## src/rtl/quant_stream.sv

```systemverilog
// quant_stream -- streaming 8x8-block coefficient quantizer.
//
// Takes one signed DCT coefficient per cycle in raster order (valid/ready),
// multiplies it by a per-position Q8 reciprocal scaled by a Q4.4 quality
// factor, shifts by FRAC and saturates to OW bits. Three register stages
// under a single global stall; latency 3, throughput 1/cycle.
//
// Optional build macro: QUANT_ROUND_EN
//   defined   -> final shift rounds half away from zero
//   undefined -> final shift floors (arithmetic shift)
//
// Ports:
//   clk, rst_n            clock (rising edge), synchronous active-low reset
//   in_valid/in_ready     input handshake; in_ready = !stall
//   in_data  [DW-1:0]     signed coefficient
//   in_last               marks coefficient 63 of a block (resyncs index)
//   q_scale  [7:0]        quality factor Q4.4, sampled on the idx-0 handshake
//   out_valid/out_ready   output handshake
//   out_data [OW-1:0]     signed quantized coefficient
//   out_idx  [5:0]        raster position of out_data
//   out_last              out_idx == 63
//   out_sat               out_data was clamped
//   err_misalign          sticky: in_last disagreed with the internal index
`default_nettype none

module quant_stream #(
  parameter int DW   = 16,
  parameter int OW   = 16,
  parameter int FRAC = 8
) (
  input  logic          clk,
  input  logic          rst_n,
  input  logic          in_valid,
  output logic          in_ready,
  input  logic [DW-1:0] in_data,
  input  logic          in_last,
  input  logic [7:0]    q_scale,
  output logic          out_valid,
  input  logic          out_ready,
  output logic [OW-1:0] out_data,
  output logic [5:0]    out_idx,
  output logic          out_last,
  output logic          out_sat,
  output logic          err_misalign
);

  localparam int PW = DW + 13;  // full-precision product width
  localparam int RW = PW + 1;   // one guard bit so negation never overflows

  localparam logic signed [RW-1:0] OMAX = {{(RW-OW+1){1'b0}}, {(OW-1){1'b1}}};
  localparam logic signed [RW-1:0] OMIN = {{(RW-OW+1){1'b1}}, {(OW-1){1'b0}}};

  // Q8 reciprocals, raster order (row = idx[5:3], col = idx[2:0])
  localparam logic [4:0] TBL [64] = '{
    5'd16, 5'd21, 5'd18, 5'd18, 5'd14, 5'd10, 5'd5,  5'd3,
    5'd23, 5'd21, 5'd19, 5'd15, 5'd11, 5'd7,  5'd4,  5'd2,
    5'd25, 5'd18, 5'd16, 5'd11, 5'd6,  5'd4,  5'd3,  5'd2,
    5'd16, 5'd13, 5'd10, 5'd8,  5'd4,  5'd4,  5'd2,  5'd2,
    5'd10, 5'd9,  5'd6,  5'd5,  5'd3,  5'd3,  5'd2,  5'd2,
    5'd6,  5'd4,  5'd4,  5'd2,  5'd2,  5'd2,  5'd2,  5'd2,
    5'd5,  5'd4,  5'd3,  5'd3,  5'd2,  5'd2,  5'd2,  5'd2,
    5'd4,  5'd4,  5'd4,  5'd4,  5'd3,  5'd2,  5'd2,  5'd2
  };

  // ---------------- control ----------------
  logic stall, hs, misalign;
  logic [5:0] idx_reg;
  logic [7:0] scale_reg;
  logic       err_reg;

  assign stall    = out_valid && !out_ready;
  assign in_ready = !stall;
  assign hs       = in_valid && in_ready;
  assign misalign = (in_last && idx_reg != 6'd63) || (!in_last && idx_reg == 6'd63);

  // ---------------- S1 combinational: reciprocal ----------------
  logic [7:0]  q_eff, scale_use;
  logic [12:0] tprod;
  logic [8:0]  recip_raw;
  logic [11:0] recip;

  assign q_eff     = (q_scale == 8'd0) ? 8'd1 : q_scale;
  // The idx-0 coefficient uses the incoming factor directly, not the stale register.
  assign scale_use = (idx_reg == 6'd0) ? q_eff : scale_reg;
  assign tprod     = {8'd0, TBL[idx_reg]} * {5'd0, scale_use};
  assign recip_raw = 9'(tprod >> 4);
  assign recip     = (recip_raw == 9'd0) ? 12'd1 : {3'd0, recip_raw};

  always_ff @(posedge clk) begin
    if (!rst_n) begin
      idx_reg   <= 6'd0;
      scale_reg <= 8'd16;
      err_reg   <= 1'b0;
    end else if (hs) begin
      idx_reg <= in_last ? 6'd0 : idx_reg + 6'd1;
      if (idx_reg == 6'd0) scale_reg <= q_eff;
      if (misalign) err_reg <= 1'b1;
    end
  end

  // ---------------- pipeline registers ----------------
  logic                 s1_valid_reg, s2_valid_reg, out_valid_reg;
  logic signed [DW-1:0] s1_data_reg;
  logic [5:0]           s1_idx_reg, s2_idx_reg, out_idx_reg;
  logic [11:0]          s1_recip_reg;
  logic signed [PW-1:0] s2_prod_reg;
  logic [OW-1:0]        out_data_reg;
  logic                 out_last_reg, out_sat_reg;

  // ---------------- S3 combinational: shift and clamp ----------------
  logic signed [RW-1:0] prod_x, res;
  logic [OW-1:0]        res_sat;
  logic                 sat;

  assign prod_x = {s2_prod_reg[PW-1], s2_prod_reg};

`ifdef QUANT_ROUND_EN
  // Round half away from zero on the magnitude, then restore the sign.
  logic [RW-1:0] mag, mag_rnd;
  assign mag     = prod_x[RW-1] ? -prod_x : prod_x;
  assign mag_rnd = (mag + (RW'(1) << (FRAC-1))) >> FRAC;
  assign res     = prod_x[RW-1] ? -$signed(mag_rnd) : $signed(mag_rnd);
`else
  assign res = prod_x >>> FRAC;
`endif

  always_comb begin
    res_sat = res[OW-1:0];
    sat     = 1'b0;
    if (res > OMAX) begin
      res_sat = {1'b0, {(OW-1){1'b1}}};
      sat     = 1'b1;
    end else if (res < OMIN) begin
      res_sat = {1'b1, {(OW-1){1'b0}}};
      sat     = 1'b1;
    end
  end

  always_ff @(posedge clk) begin
    if (!rst_n) begin
      s1_valid_reg  <= 1'b0;
      s1_data_reg   <= '0;
      s1_idx_reg    <= 6'd0;
      s1_recip_reg  <= 12'd0;
      s2_valid_reg  <= 1'b0;
      s2_prod_reg   <= '0;
      s2_idx_reg    <= 6'd0;
      out_valid_reg <= 1'b0;
      out_data_reg  <= '0;
      out_idx_reg   <= 6'd0;
      out_last_reg  <= 1'b0;
      out_sat_reg   <= 1'b0;
    end else if (!stall) begin
      s1_valid_reg  <= in_valid;
      s1_data_reg   <= in_data;
      s1_idx_reg    <= idx_reg;
      s1_recip_reg  <= recip;
      s2_valid_reg  <= s1_valid_reg;
      s2_prod_reg   <= PW'(s1_data_reg) * PW'($signed({1'b0, s1_recip_reg}));
      s2_idx_reg    <= s1_idx_reg;
      out_valid_reg <= s2_valid_reg;
      out_data_reg  <= res_sat;
      out_idx_reg   <= s2_idx_reg;
      out_last_reg  <= (s2_idx_reg == 6'd63);
      out_sat_reg   <= sat;
    end
  end

  assign out_valid    = out_valid_reg;
  assign out_data     = out_data_reg;
  assign out_idx      = out_idx_reg;
  assign out_last     = out_last_reg;
  assign out_sat      = out_sat_reg;
  assign err_misalign = err_reg;

endmodule

`default_nettype wire

```

## config.mk

```make
export PLATFORM = sky130hd
export DESIGN_NAME = quant_stream
export DESIGN_NICKNAME = d
export VERILOG_FILES = /design/src/rtl/quant_stream.sv
export SDC_FILE = /design/constraint.sdc
export NUM_CORES = 1
export LEC_CHECK = 0
export BUFFER_PORTS_ARGS = -buffer_cell sky130_fd_sc_hd__buf_4
export CORE_MARGIN = 2
export CORE_UTILIZATION = 61
export CTS_BUF_LIST = sky130_fd_sc_hd__clkbuf_4 sky130_fd_sc_hd__clkbuf_8
export CTS_CLUSTER_DIAMETER = 50
export DETAILED_ROUTE_END_ITERATION = 10
export PLACE_DENSITY = 0.8
export SLEW_MARGIN = 5
export SYNTH_ARGS = -nofsm -noshare
export SYNTH_HDL_FRONTEND = slang
export SYNTH_SLANG_ARGS = --single-unit
```

## constraint.sdc

```tcl
create_clock -name clk -period 8.03 [get_ports clk]
set_input_delay 0.4015 -clock clk [delete_from_list [all_inputs] [get_ports clk]]
set_output_delay 0.4015 -clock clk [all_outputs]
set_load 0.1 [all_outputs]
```

==> impl_summary.md <==
Timing
The aggregate negative setup slack is 0 ns. The final critical-path share of the clock period is 78.0%. The final number of setup-violating endpoints is 0. The count of endpoints failing hold in the final timing report came to 0. At the pin with the least slew margin, the transition time is 1.03 ns. Setup repair after global routing left no endpoint under its margin. The shortest clock period the worst path allows after layout is 6.26 ns.

The worst hold-check slack is 0.244 ns. Headroom to the max-slew limit came out at 30.9%. The least setup slack across all paths after layout is 1.77 ns. The number of max-slew violations in the final report is 0. Clock skew on the completed layout was measured at 0.0133 ns. The maximum operating frequency is 160 MHz.

Layout
The filler cells instantiated in the layout total 1459. The number of antenna repair diodes is 0. The non-filler instance count after layout is 1473. The flip-flop count of the largest register after layout is 21.

The number of nets in the layout is 1512. The fraction of layout cells with a size suffix above 1 is 8.73%. The layout overhead on the synthesized area is 5.55%.

Drt
The routed length on met3 is 1640 um. The first detailed-routing pass took 5 iterations. The average via count per standard cell is 5.62. The overall via count from detail_route is 8279. The highest layer touched by signal routing is met4. The average detailed-routed wire length per instance is 16.2 um. In the final routing, the length of wire on met1 measures 10700 um.

The sum of met2 wire segment lengths after detailed routing is 11100 um. The number of DRC violations after detailed routing is 0. For this block, the initial DRC count from the detailed router was 673. After detailed routing, the total wire length is 23800 um.

The detail route stage leaves a number of antenna-violating nets equal to 0.

Yosys
Counting every instance in the synthesized netlist gives 1245. Among all flip-flop cells after synthesis, the most frequent one is sky130_fd_sc_hd__dfxtp_1. The average cell area after synthesis is 8.56 um^2. The number of different library cells in the post-synthesis netlist is 79.

Summing the areas of all xor and xnor instances in the mapped netlist gives 2.45% of the synthesized area. The async set-reset flop share out of synthesis is 0%. The number of register bits inferred by synthesis is 100. Summing the areas of all compound-gate instances in the mapped netlist gives 11.7% of the synthesized area. The Yosys step of the flow raised 0 warnings. The combined area of all synthesized cells is 10700 um^2. The main combinational cell family by area after synthesis is adder cells. Summing the areas of all and, or, nand and nor instances in the mapped netlist gives 18.2% of the synthesized area. The share of synthesized cell area in full adder, half adder and majority cells is 38.0%. Measured against the total synthesized area, the mux share comes to 1.64%. The fraction of the yosys area taken by sequential cells is 18.8%. The number of flops mapped to enable cells by yosys is 0. The net count of the mapped netlist is 1514.

Status
The flow ran to the end, and the final reports show no timing, DRC or antenna violations.

Critical path
At the worst endpoint, the required time is 8.36 ns. The highest cell delay on the worst timing path is 0.72 ns. The worst setup path category is reg2reg. At the worst endpoint, the arrival time is 6.59 ns. The slowest cell on the critical path is sky130_fd_sc_hd__dfxtp_1. In this design, the critical path's most frequently occurring cell is sky130_fd_sc_hd__fa_1. The top fanout value on the critical path is 17. STA classifies the critical path startpoint as a flop. The kind of end point of the critical path is a flop. The signal on the critical path passes through nand2_1 -> fa_1 -> inv_1 -> fa_1 -> fa_1 -> inv_1 -> fa_1 -> inv_1 -> fa_1 -> ha_1 -> a21o_1 -> a21o_1 -> a221oi_2 -> a31oi_1 -> a22oi_2 -> o211ai_1 -> a31oi_2 -> o21bai_1 -> or3b_1 -> a31oi_1.

Floorplanning
The number of ports placed on the die boundary is 56. The starting utilization of the core area is 62.1%. The die outline height is 136 um.

From left edge to right edge, the die measures 136 um. The floorplan step defined a die boundary enclosing 18500 um^2. Row generation in the floorplan step produced 48 rows.

The area of the placeable core is 17200 um^2.

Clock network
The cell at the root of the clock tree is sky130_fd_sc_hd__clkbuf_8. The clock net sink count is 100. The post-CTS setup repair buffer count is 0.

TritonCTS built the clock tree. The number of levels the H-tree was split into is 3. The clock slew at the register clock pins of the worst setup and hold paths is 0.11 ns. Once the clock tree was built, the resizer swapped 0 gates to a different size.

The clock latency of the later-clocked register in the worst-skew pair is 0.39 ns. The post-cts hold buffer count is 0. The number of buffers added by the clock tree synthesis step is 9. No sink is reached through more buffers than the 2 on the longest clock path.

Job
The number of maximum-capacitance violations is 0.

GRT
Entering global routing, the biggest net connects 90 pins. The initial antenna violation count came to 0. The via count of the first global-routing pass is 8443. The total congestion overflow is 0. The first global-routing pass estimated 41200 um of wire.

Global routing used 28.0% of the available tracks.

Placement
The count of placed standard cells including taps is 1457. The placer congestion estimate is 0.886. The HPWL after detailed placement is 18000 um. Port buffering added 55 buffers. Before CTS, the worst setup slack after placement is 1.83 ns.

Pwr
The worst vdd rail ir drop is 0.380 mV. For this design the static power due to leakage is 5.62 nW. The total power density per cell area is 222 nW/um^2.

Hold path
In this run the worst hold path is classified as in2reg.
[where the power goes]
group	switching (mW)	internal, mW
Sequential	0.122	0.604
Combinational	0.916	0.503
Clock	0.206	0.150
[critical path, delay by kind of cell, from the launching register on]
family,cells,cell delay (ns)
adder cells (fa/ha/maj),6,2.91
AO/OA/AOI/OAI,9,1.89
flip-flops,1,0.72
AND/OR/NAND/NOR,2,0.52
buffers and inverters,3,0.17
[metrics by stage]
stage	power [mW]	instance area, um^2	util, %
after global placement	2.11	11000	64.3
final	2.50	11300	65.5
after detailed placement	2.14	11000	64.3
after global routing	2.70	11300	65.5
after floorplan	1.81	10700	-
after CTS	2.51	11300	65.5
[area by class of cell]
cell class	count	area (um^2)	area share, %
clock buffer	9	124	1.10
clock inverter	7	82.6	0.734
inverter	171	642	5.71
multi-input combinational	903	7680	68.3
sequential	100	2000	17.8
tap	225	282	2.50
timing repair buffer	58	435	3.87
[metal layers]
layer | global-route usage [%] | vias up
met5 | 0 | -
met4 | 7.93 | 0
met3 | 5.85 | 33
met2 | 43.3 | 251
met1 | 39.9 | 4052
li1 | - | 3943
[Yosys cell counts, types with 2 or more instances]
library cell	count	area, um^2
sky130_fd_sc_hd__o211ai_1	4	30.0
sky130_fd_sc_hd__nand3b_1	2	15.0
sky130_fd_sc_hd__a31oi_1	5	31.3
sky130_fd_sc_hd__a21oi_1	95	475
sky130_fd_sc_hd__a211oi_1	13	97.6
sky130_fd_sc_hd__xor2_1	8	70.1
sky130_fd_sc_hd__or4_1	2	15.0
sky130_fd_sc_hd__fa_1	140	2800
sky130_fd_sc_hd__o21ai_1	4	20.0
sky130_fd_sc_hd__and3_1	4	25.0
sky130_fd_sc_hd__nor2_1	74	278
sky130_fd_sc_hd__xnor2_1	20	175
sky130_fd_sc_hd__or2_0	2	12.5
sky130_fd_sc_hd__nand3_1	9	45.0
sky130_fd_sc_hd__mux2i_4	2	45.0
sky130_fd_sc_hd__ha_1	100	1250
sky130_fd_sc_hd__dfxtp_1	100	2000
sky130_fd_sc_hd__or2_2	7	43.8
sky130_fd_sc_hd__a31oi_2	2	25.0
sky130_fd_sc_hd__o21bai_1	3	22.5
sky130_fd_sc_hd__or3_1	3	18.8
sky130_fd_sc_hd__a21o_1	9	67.6
sky130_fd_sc_hd__clkbuf_1	54	203
sky130_fd_sc_hd__a21o_2	3	26.3
sky130_fd_sc_hd__mux2i_1	13	130
sky130_fd_sc_hd__nand2b_1	6	37.5
sky130_fd_sc_hd__buf_1	5	18.8
sky130_fd_sc_hd__a311oi_1	2	17.5
sky130_fd_sc_hd__nand4_1	8	50.1
sky130_fd_sc_hd__nor2b_1	5	31.3
sky130_fd_sc_hd__buf_2	4	20.0
sky130_fd_sc_hd__buf_6	7	78.8
sky130_fd_sc_hd__o21ai_0	26	130
sky130_fd_sc_hd__and2_1	60	375
sky130_fd_sc_hd__nor3_1	7	35.0
sky130_fd_sc_hd__nand2_1	225	845
sky130_fd_sc_hd__inv_1	169	634
sky130_fd_sc_hd__and3_4	2	22.5
[cell families after synthesis]
group / after synthesis
xor gates and xnor gates: 29
adders and majority gates: 240
DFF: 100
buffers and inverters: 242
AOI/OAI and AO/OA: 193
and+or+nand+nor: 426
muxes: 15
[worst paths after layout]
kind | startpoint | end | slack (ns) | cells past startpoint
setup reg to reg | s1_recip_reg[3] | s2_prod_reg[28] | 1.77 | 20
hold reg to reg | s2_prod_reg[12] | s2_prod_reg[12] | 0.46 | 2
hold / removal | in_data[7] | s1_data_reg[7] | 0.24 | 3
setup / recovery | s1_recip_reg[3] | s2_prod_reg[28] | 1.77 | 20
[layout by cell type, fill, tap and decap left out, drive strengths merged, types with 5 or more instances in the layout]
| cell | instances |
|---|---|
| xor2 | 8 |
| ha | 100 |
| nor2b | 5 |
| mux2i | 15 |
| a211oi | 15 |
| clkbuf | 9 |
| a21oi | 96 |
| nand2 | 225 |
| and3 | 6 |
| nand3 | 9 |
| nor3 | 8 |
| inv | 174 |
| dfxtp | 100 |
| a31oi | 8 |
| nor2 | 75 |
| a21o | 12 |
| o21ai | 30 |
| buf | 58 |
| nand2b | 6 |
| nand4 | 8 |
| or2 | 10 |
| and2 | 61 |
| xnor2 | 21 |
| fa | 140 |
(Power assumes the default switching activity.)
